$ cat config.mk
export PLATFORM = sky130hd
export DESIGN_NAME = divmod_arbiter_flat
export DESIGN_NICKNAME = d
export VERILOG_FILES = /design/src/rtl/divmod_arbiter_if.sv /design/src/rtl/divmod_arbiter.sv /design/src/flat_wrapper.sv
export SDC_FILE = /design/constraint.sdc
export NUM_CORES = 2
export LEC_CHECK = 0
export CAP_MARGIN = 20
export CORE_UTILIZATION = 30
export CTS_CLUSTER_DIAMETER = 150
export CTS_CLUSTER_SIZE = 16
export DETAILED_ROUTE_END_ITERATION = 16
export GPL_TIMING_DRIVEN = 0
export PLACE_DENSITY = 0.47
export REMOVE_ABC_BUFFERS = 1
export SETUP_SLACK_MARGIN = 0.4
export SLEW_MARGIN = 30
export SYNTH_ARGS = -nofsm -noshare
export SYNTH_HDL_FRONTEND = slang
export SYNTH_SLANG_ARGS = --single-unit
$ cat constraint.sdc
create_clock -name clk -period 141.8 [get_ports clk]
set_input_delay 42.54 -clock clk [delete_from_list [all_inputs] [get_ports clk]]
set_output_delay 42.54 -clock clk [all_outputs]
set_load 0.1 [all_outputs]
$ cat src/rtl/divmod_arbiter_if.sv
// Request/response bundle between the requesters and the shared divide/modulo unit.
// Requester i owns slice [i*DATAWIDTH +: DATAWIDTH] of req_a / req_b.
interface divmod_arbiter_if #(
  parameter int DATAWIDTH = 32,
  parameter int NREQ      = 4
);
  localparam int IDW = (NREQ > 1) ? $clog2(NREQ) : 1;

  logic [NREQ-1:0]                  req_valid;
  logic [NREQ-1:0]                  req_ready;
  logic signed [NREQ*DATAWIDTH-1:0] req_a;
  logic signed [NREQ*DATAWIDTH-1:0] req_b;
  logic [NREQ-1:0]                  rsp_valid;
  logic [IDW-1:0]                   rsp_id;
  logic signed [DATAWIDTH-1:0]      rsp_quot;
  logic signed [DATAWIDTH-1:0]      rsp_rem;
  logic                             rsp_dz;
  logic                             busy;

  modport master (
    output req_valid, req_a, req_b,
    input  req_ready, rsp_valid, rsp_id, rsp_quot, rsp_rem, rsp_dz, busy
  );

  modport slave (
    input  req_valid, req_a, req_b,
    output req_ready, rsp_valid, rsp_id, rsp_quot, rsp_rem, rsp_dz, busy
  );
endinterface

$ cat src/rtl/divmod_arbiter.sv
// Round-robin arbiter in front of one shared signed divide/modulo datapath.
// Each accepted operation holds the unit LATENCY cycles, then pulses rsp_valid once.
module divmod_arbiter #(
  parameter int DATAWIDTH = 32,
  parameter int NREQ      = 4,
  parameter int LATENCY   = 2
) (
  input logic             clk,
  input logic             rst,
  divmod_arbiter_if.slave bus
);
  localparam int IDW  = (NREQ > 1) ? $clog2(NREQ) : 1;
  localparam int SW   = IDW + 1;
  localparam int CNTW = (LATENCY > 1) ? $clog2(LATENCY) : 1;

  typedef enum logic [1:0] {
    IDLE = 2'd0,
    BUSY = 2'd1,
    RESP = 2'd2
  } state_t;

  typedef struct packed {
    logic                        dz;
    logic signed [DATAWIDTH-1:0] quot;
    logic signed [DATAWIDTH-1:0] rem;
  } result_t;

  state_t                      state_q;
  logic [IDW-1:0]              ptr_q;
  logic [IDW-1:0]              id_q;
  logic [CNTW-1:0]             cnt_q;
  logic [NREQ-1:0]             rsp_valid_q;
  logic [IDW-1:0]              rsp_id_q;
  logic signed [DATAWIDTH-1:0] rsp_quot_q;
  logic signed [DATAWIDTH-1:0] rsp_rem_q;
  logic                        rsp_dz_q;
  logic signed [DATAWIDTH-1:0] a_q;
  logic signed [DATAWIDTH-1:0] b_q;

  logic signed [DATAWIDTH-1:0] a_arr [NREQ];
  logic signed [DATAWIDTH-1:0] b_arr [NREQ];
  logic [SW-1:0]               sum;
  logic [IDW-1:0]              cand;
  logic [IDW-1:0]              win;
  logic                        found;
  logic [NREQ-1:0]             grant;
  logic                        accept;
  result_t                     res;

  // Magnitude divide then re-sign: truncation toward zero, remainder follows the dividend.
  // MIN / -1 falls out naturally as |MIN| re-negated, which wraps back to MIN.
  function automatic result_t divmod(input logic signed [DATAWIDTH-1:0] a,
                                     input logic signed [DATAWIDTH-1:0] b);
    result_t              r;
    logic [DATAWIDTH-1:0] ua;
    logic [DATAWIDTH-1:0] ub;
    logic [DATAWIDTH-1:0] uq;
    logic [DATAWIDTH-1:0] ur;
    r.dz   = 1'b0;
    r.quot = '0;
    r.rem  = a;
    ua     = '0;
    ub     = '0;
    uq     = '0;
    ur     = '0;
    if (b == '0) begin
      r.dz = 1'b1;
    end else begin
      ua     = a[DATAWIDTH-1] ? -a : a;
      ub     = b[DATAWIDTH-1] ? -b : b;
      uq     = ua / ub;
      ur     = ua % ub;
      r.quot = (a[DATAWIDTH-1] ^ b[DATAWIDTH-1]) ? -uq : uq;
      r.rem  = a[DATAWIDTH-1] ? -ur : ur;
    end
    return r;
  endfunction

  for (genvar g = 0; g < NREQ; g++) begin : g_unpack
    assign a_arr[g] = bus.req_a[g*DATAWIDTH +: DATAWIDTH];
    assign b_arr[g] = bus.req_b[g*DATAWIDTH +: DATAWIDTH];
  end

  // Round-robin search starting at ptr_q, wrapping modulo NREQ.
  always_comb begin
    found = 1'b0;
    win   = '0;
    sum   = '0;
    cand  = '0;
    for (int i = 0; i < NREQ; i++) begin
      sum = {1'b0, ptr_q} + SW'(i);
      if (sum >= SW'(NREQ)) sum = sum - SW'(NREQ);
      cand = sum[IDW-1:0];
      if (!found && bus.req_valid[cand]) begin
        found = 1'b1;
        win   = cand;
      end
    end
    grant = '0;
    if ((state_q == IDLE) && !rst && found) grant[win] = 1'b1;
  end

  assign accept = |grant;
  assign res    = divmod(a_q, b_q);

  // Control and visible result registers.
  always_ff @(posedge clk) begin
    if (rst) begin
      state_q     <= IDLE;
      ptr_q       <= '0;
      id_q        <= '0;
      cnt_q       <= '0;
      rsp_valid_q <= '0;
      rsp_id_q    <= '0;
      rsp_quot_q  <= '0;
      rsp_rem_q   <= '0;
      rsp_dz_q    <= 1'b0;
    end else begin
      unique case (state_q)
        IDLE: begin
          if (accept) begin
            id_q    <= win;
            cnt_q   <= CNTW'(LATENCY - 1);
            state_q <= BUSY;
          end
        end
        BUSY: begin
          if (cnt_q == '0) begin
            rsp_quot_q  <= res.quot;
            rsp_rem_q   <= res.rem;
            rsp_dz_q    <= res.dz;
            rsp_id_q    <= id_q;
            rsp_valid_q <= {{(NREQ-1){1'b0}}, 1'b1} << id_q;
            state_q     <= RESP;
          end else begin
            cnt_q <= cnt_q - 1'b1;
          end
        end
        RESP: begin
          rsp_valid_q <= '0;
          ptr_q       <= (id_q == IDW'(NREQ - 1)) ? '0 : id_q + 1'b1;
          state_q     <= IDLE;
        end
        default: state_q <= IDLE;
      endcase
    end
  end

  // Operand capture at acceptance; later input changes cannot disturb the operation.
  always_ff @(posedge clk) begin
    if (accept) begin
      a_q <= a_arr[win];
      b_q <= b_arr[win];
    end
  end

  assign bus.req_ready = grant;
  assign bus.rsp_valid = rsp_valid_q;
  assign bus.rsp_id    = rsp_id_q;
  assign bus.rsp_quot  = rsp_quot_q;
  assign bus.rsp_rem   = rsp_rem_q;
  assign bus.rsp_dz    = rsp_dz_q;
  assign bus.busy      = (state_q != IDLE);
endmodule

$ cat src/flat_wrapper.sv
// flat-port wrapper written by rule: the top's interface ports become plain ports
module divmod_arbiter_flat 
#(
  parameter int DATAWIDTH = 32,
  parameter int NREQ      = 4,
  parameter int LATENCY   = 2
)
  (clk, rst, bus_req_valid, bus_req_a, bus_req_b, bus_req_ready, bus_rsp_valid, bus_rsp_id, bus_rsp_quot, bus_rsp_rem, bus_rsp_dz, bus_busy);
  divmod_arbiter_if #(.DATAWIDTH(DATAWIDTH), .NREQ(NREQ)) bus_i ();
  input logic clk;
  input logic rst;
  input wire logic [$bits(bus_i.req_valid)-1:0] bus_req_valid;
  input wire logic [$bits(bus_i.req_a)-1:0] bus_req_a;
  input wire logic [$bits(bus_i.req_b)-1:0] bus_req_b;
  output wire logic [$bits(bus_i.req_ready)-1:0] bus_req_ready;
  output wire logic [$bits(bus_i.rsp_valid)-1:0] bus_rsp_valid;
  output wire logic [$bits(bus_i.rsp_id)-1:0] bus_rsp_id;
  output wire logic [$bits(bus_i.rsp_quot)-1:0] bus_rsp_quot;
  output wire logic [$bits(bus_i.rsp_rem)-1:0] bus_rsp_rem;
  output wire logic [$bits(bus_i.rsp_dz)-1:0] bus_rsp_dz;
  output wire logic [$bits(bus_i.busy)-1:0] bus_busy;
  assign bus_i.req_valid = bus_req_valid;
  assign bus_i.req_a = bus_req_a;
  assign bus_i.req_b = bus_req_b;
  assign bus_req_ready = bus_i.req_ready;
  assign bus_rsp_valid = bus_i.rsp_valid;
  assign bus_rsp_id = bus_i.rsp_id;
  assign bus_rsp_quot = bus_i.rsp_quot;
  assign bus_rsp_rem = bus_i.rsp_rem;
  assign bus_rsp_dz = bus_i.rsp_dz;
  assign bus_busy = bus_i.busy;
  divmod_arbiter #(.DATAWIDTH(DATAWIDTH), .NREQ(NREQ), .LATENCY(LATENCY)) u_core (.clk(clk), .rst(rst), .bus(bus_i));
endmodule
==> results_dict.tcl <==
set metrics [dict create \
    status "finished clean" \
    clock_latency_ns 0.55 \
    ff2ff_setup_slack_ns 31.05 \
    grt-ovfl-total 0 \
    fin_setup_tns_ns 0 \
    reg2reg_depth 340 \
    antenna_found_initial 7 \
    worstHoldEndpoint "u_core.bus.rsp_id[1]" \
    fin_area_mm2 0.0517 \
    post_cts_buffers 0 \
    syn_inst 6327 \
    worstPathMaxFanout 32 \
    ys_seq_elements 142 \
    slew_viol_final 0 \
    peakVddDrop_uv 21.8 \
    via_count 51700 \
    synth_ff_type "dfxtp_1" \
    first_global_vias 47800 \
    setup_viol 0 \
    yosysSeqAreaShare_pct 8.03 \
    drt-initial-drc-count 4865 \
    wl_um 225000 \
    synth_warnings 0 \
    cts-root-to-sink-buffers 2 \
    track_usage_pct 29.5 \
    stdcell_count 8483 \
    htree_levels 4 \
    p_per_area_mw_per_mm2 24.1 \
    r2r_start "u_core.b_q[0]" \
    max_freq_mhz 9.03 \
    final_layout_size_suffix_gt1_share_pct 7.60 \
    finClkSkew_ns 0.0409 \
    worst_slew_pin_slew_ns 1.11 \
    synth_edf_count 64 \
    dpl.cell_count 8445 \
    place_congestion 0.992 \
    synth_cell_type_count 116 \
    cp-start-kind "register" \
    crit_type "reg -> reg" \
    layout_common_cells "nand2_1, nor2_1, ha_1" \
    final_common_cell "nand2_1" \
    grt_first_pass_wirelength_um 324000 \
    crit_top_cell "ha_1" \
    nets 7363 \
    cts_hold_buf 0 \
    grt_max_degree 65 \
    place_area_mm2 0.0511 \
    dpl.hpwl_um 186000 \
    die_x_um 382 \
    hp-class "reg -> reg" \
    min_from "u_core.bus.rsp_id[1]" \
    clkTransAtPathRegs_ns 0.08 \
    relSlewSlack_pct 25.4 \
    die_h_um 382 \
    hold_violations 0 \
    cts_resized 0 \
    syn_avg_cell_area_um2 6.85 \
    final_antenna_net_count 0 \
    coreArea_mm2 0.143 \
    nFillCells 15200 \
    finalPower_mw 1.25 \
    num_rows 139 \
    rsz0062_at_grt "false" \
    async_flop_share_pct 0 \
    numCtsBuffers 17 \
    cts_tree "yes" \
    end_kind "register" \
    drv_cap 0 \
    hold_depth 2 \
    die-area_mm2 0.146 \
    io_pins 338 \
    crit_required_ns 142.21 \
    area_delta_synth_final_pct 19.2 \
    viasPerCell 6.09 \
    port_buffers 337 \
    cts.sinks 142 \
    p_leak_nw 21.3 \
    finalCritPeriodShare_pct 78.1 \
    initial_core_util_pct 30.2 \
    routedWlPerCell_um 26.5 \
    finalCriticalPeriod_ns 110.75 \
    cp_slowest_cell "or4_1" \
    arrival_ns 111.16 \
    drt_first_pass_iters 6 \
    synth_area_mm2 0.0434 \
    drc_errors 0 \
    r2r-end "u_core.bus.rsp_rem[30]" \
    cts_root_buffer "clkbuf_16" \
    cp_slowest_stage_delay_ns 0.95 \
]
==> how the worst max path moves through the flow <==
| stage | start | endpoint | slack [ns] |
|---|---|---|---|
| floorplan | bus_req_valid[0] | bus_req_ready[1] | 50.01 |
| global placement | u_core.b_q[0] | u_core.bus.rsp_rem[25] | -11.50 |
| detailed placement | u_core.b_q[0] | u_core.bus.rsp_rem[25] | 32.82 |
| CTS | u_core.b_q[0] | u_core.bus.rsp_rem[25] | 32.49 |
| global route | u_core.b_q[0] | u_core.bus.rsp_rem[30] | 26.58 |
| finish | u_core.b_q[0] | u_core.bus.rsp_rem[30] | 31.05 |
==> layout make-up <==
cell class | instances | area (um2) | area share, %
multi-input cells | 5742 | 39000 | 75.4
repair buffers | 492 | 5640 | 10.9
flip-flops and latches | 142 | 3480 | 6.74
well taps | 1903 | 2380 | 4.61
inverters | 168 | 637 | 1.23
clock buffers | 17 | 425 | 0.823
clock inverters | 15 | 146 | 0.283
diodes | 4 | 10.0 | 0.0194
==> stage by stage <==
step	setup slack [ns]	util, %	hold WS [ns]
after floorplan	50.01	-	0.471
after global placement	-11.50	33.4	0.442
after detailed placement	32.82	35.6	0.448
after CTS	32.49	36.0	0.463
after global routing	26.58	36.0	0.491
final	31.05	36.0	0.461
==> registers in the layout (all words and copies together), names as in the netlist, 2 cells and up <==
register and count:
u_core.a_q 32, u_core.ptr_q 2, u_core.bus.rsp_id 2, u_core.id_q 2, u_core.state_q 2, u_core.bus.rsp_valid 4, u_core.bus.rsp_quot 32, u_core.b_q 32
u_core.bus.rsp_rem 32
==> routing by layer <==
metal  GRT usage (%)  part of all wire [%]
met1            39.2                    44
met4            12.4                   4.7
met5               0                 0.011
met2            47.0                    44
met3            4.86                   7.7
==> cells by family after synthesis <==
family | share of synthesized area [%]
compound gates | 33.3
fa+ha+maj | 15.5
buf+inv | 4.08
simple gates | 27.3
flops | 8.03
mux | 1.64
xor+xnor | 10.1
==> Yosys cell counts (48+ instances only) <==
cell / number / share of area (%)
a211oi_1: 138 / 2.4
a21o_1: 157 / 2.7
a21oi_1: 517 / 6.0
a22oi_1: 50 / 0.87
a31oi_1: 165 / 2.4
and2_1: 111 / 1.6
and3_1: 48 / 0.69
clkbuf_1: 202 / 1.7
dfxtp_1: 78 / 3.6
edfxtp_1: 64 / 4.4
ha_1: 537 / 15
inv_1: 166 / 1.4
nand2_1: 803 / 7.0
nand2b_1: 67 / 0.97
nand3_1: 173 / 2.0
nand4_1: 98 / 1.4
nor2_1: 661 / 5.7
nor3_1: 173 / 2.0
nor4_1: 55 / 0.79
o211ai_1: 81 / 1.4
o21a_1: 110 / 1.9
o21ai_0: 363 / 4.2
o21bai_1: 52 / 0.90
o31ai_1: 54 / 0.94
or3_1: 55 / 0.79
xnor2_1: 306 / 6.2
xor2_1: 192 / 3.9
==> worst max-delay path: cells and delay by family, from the launching register on <==
| family | cells | cell delay, ns |
|---|---|---|
| buffers and inverters | 36 | 6.89 |
| AOI/OAI and AO/OA | 149 | 50.95 |
| DFF | 1 | 0.62 |
| and+or+nand+nor | 120 | 40.01 |
| muxes | 1 | 0.29 |
| adders and majority gates | 32 | 10.74 |
| xor gates and xnor gates | 2 | 0.59 |
==> where the power goes <==
group | leakage, nW | switching (mW) | internal (mW)
clock network | 0.282 | 0.0269 | 0.0233
registers | 1.24 | 0.0106 | 0.0517
logic | 19.7 | 0.737 | 0.396
(Power assumes the default switching activity.)
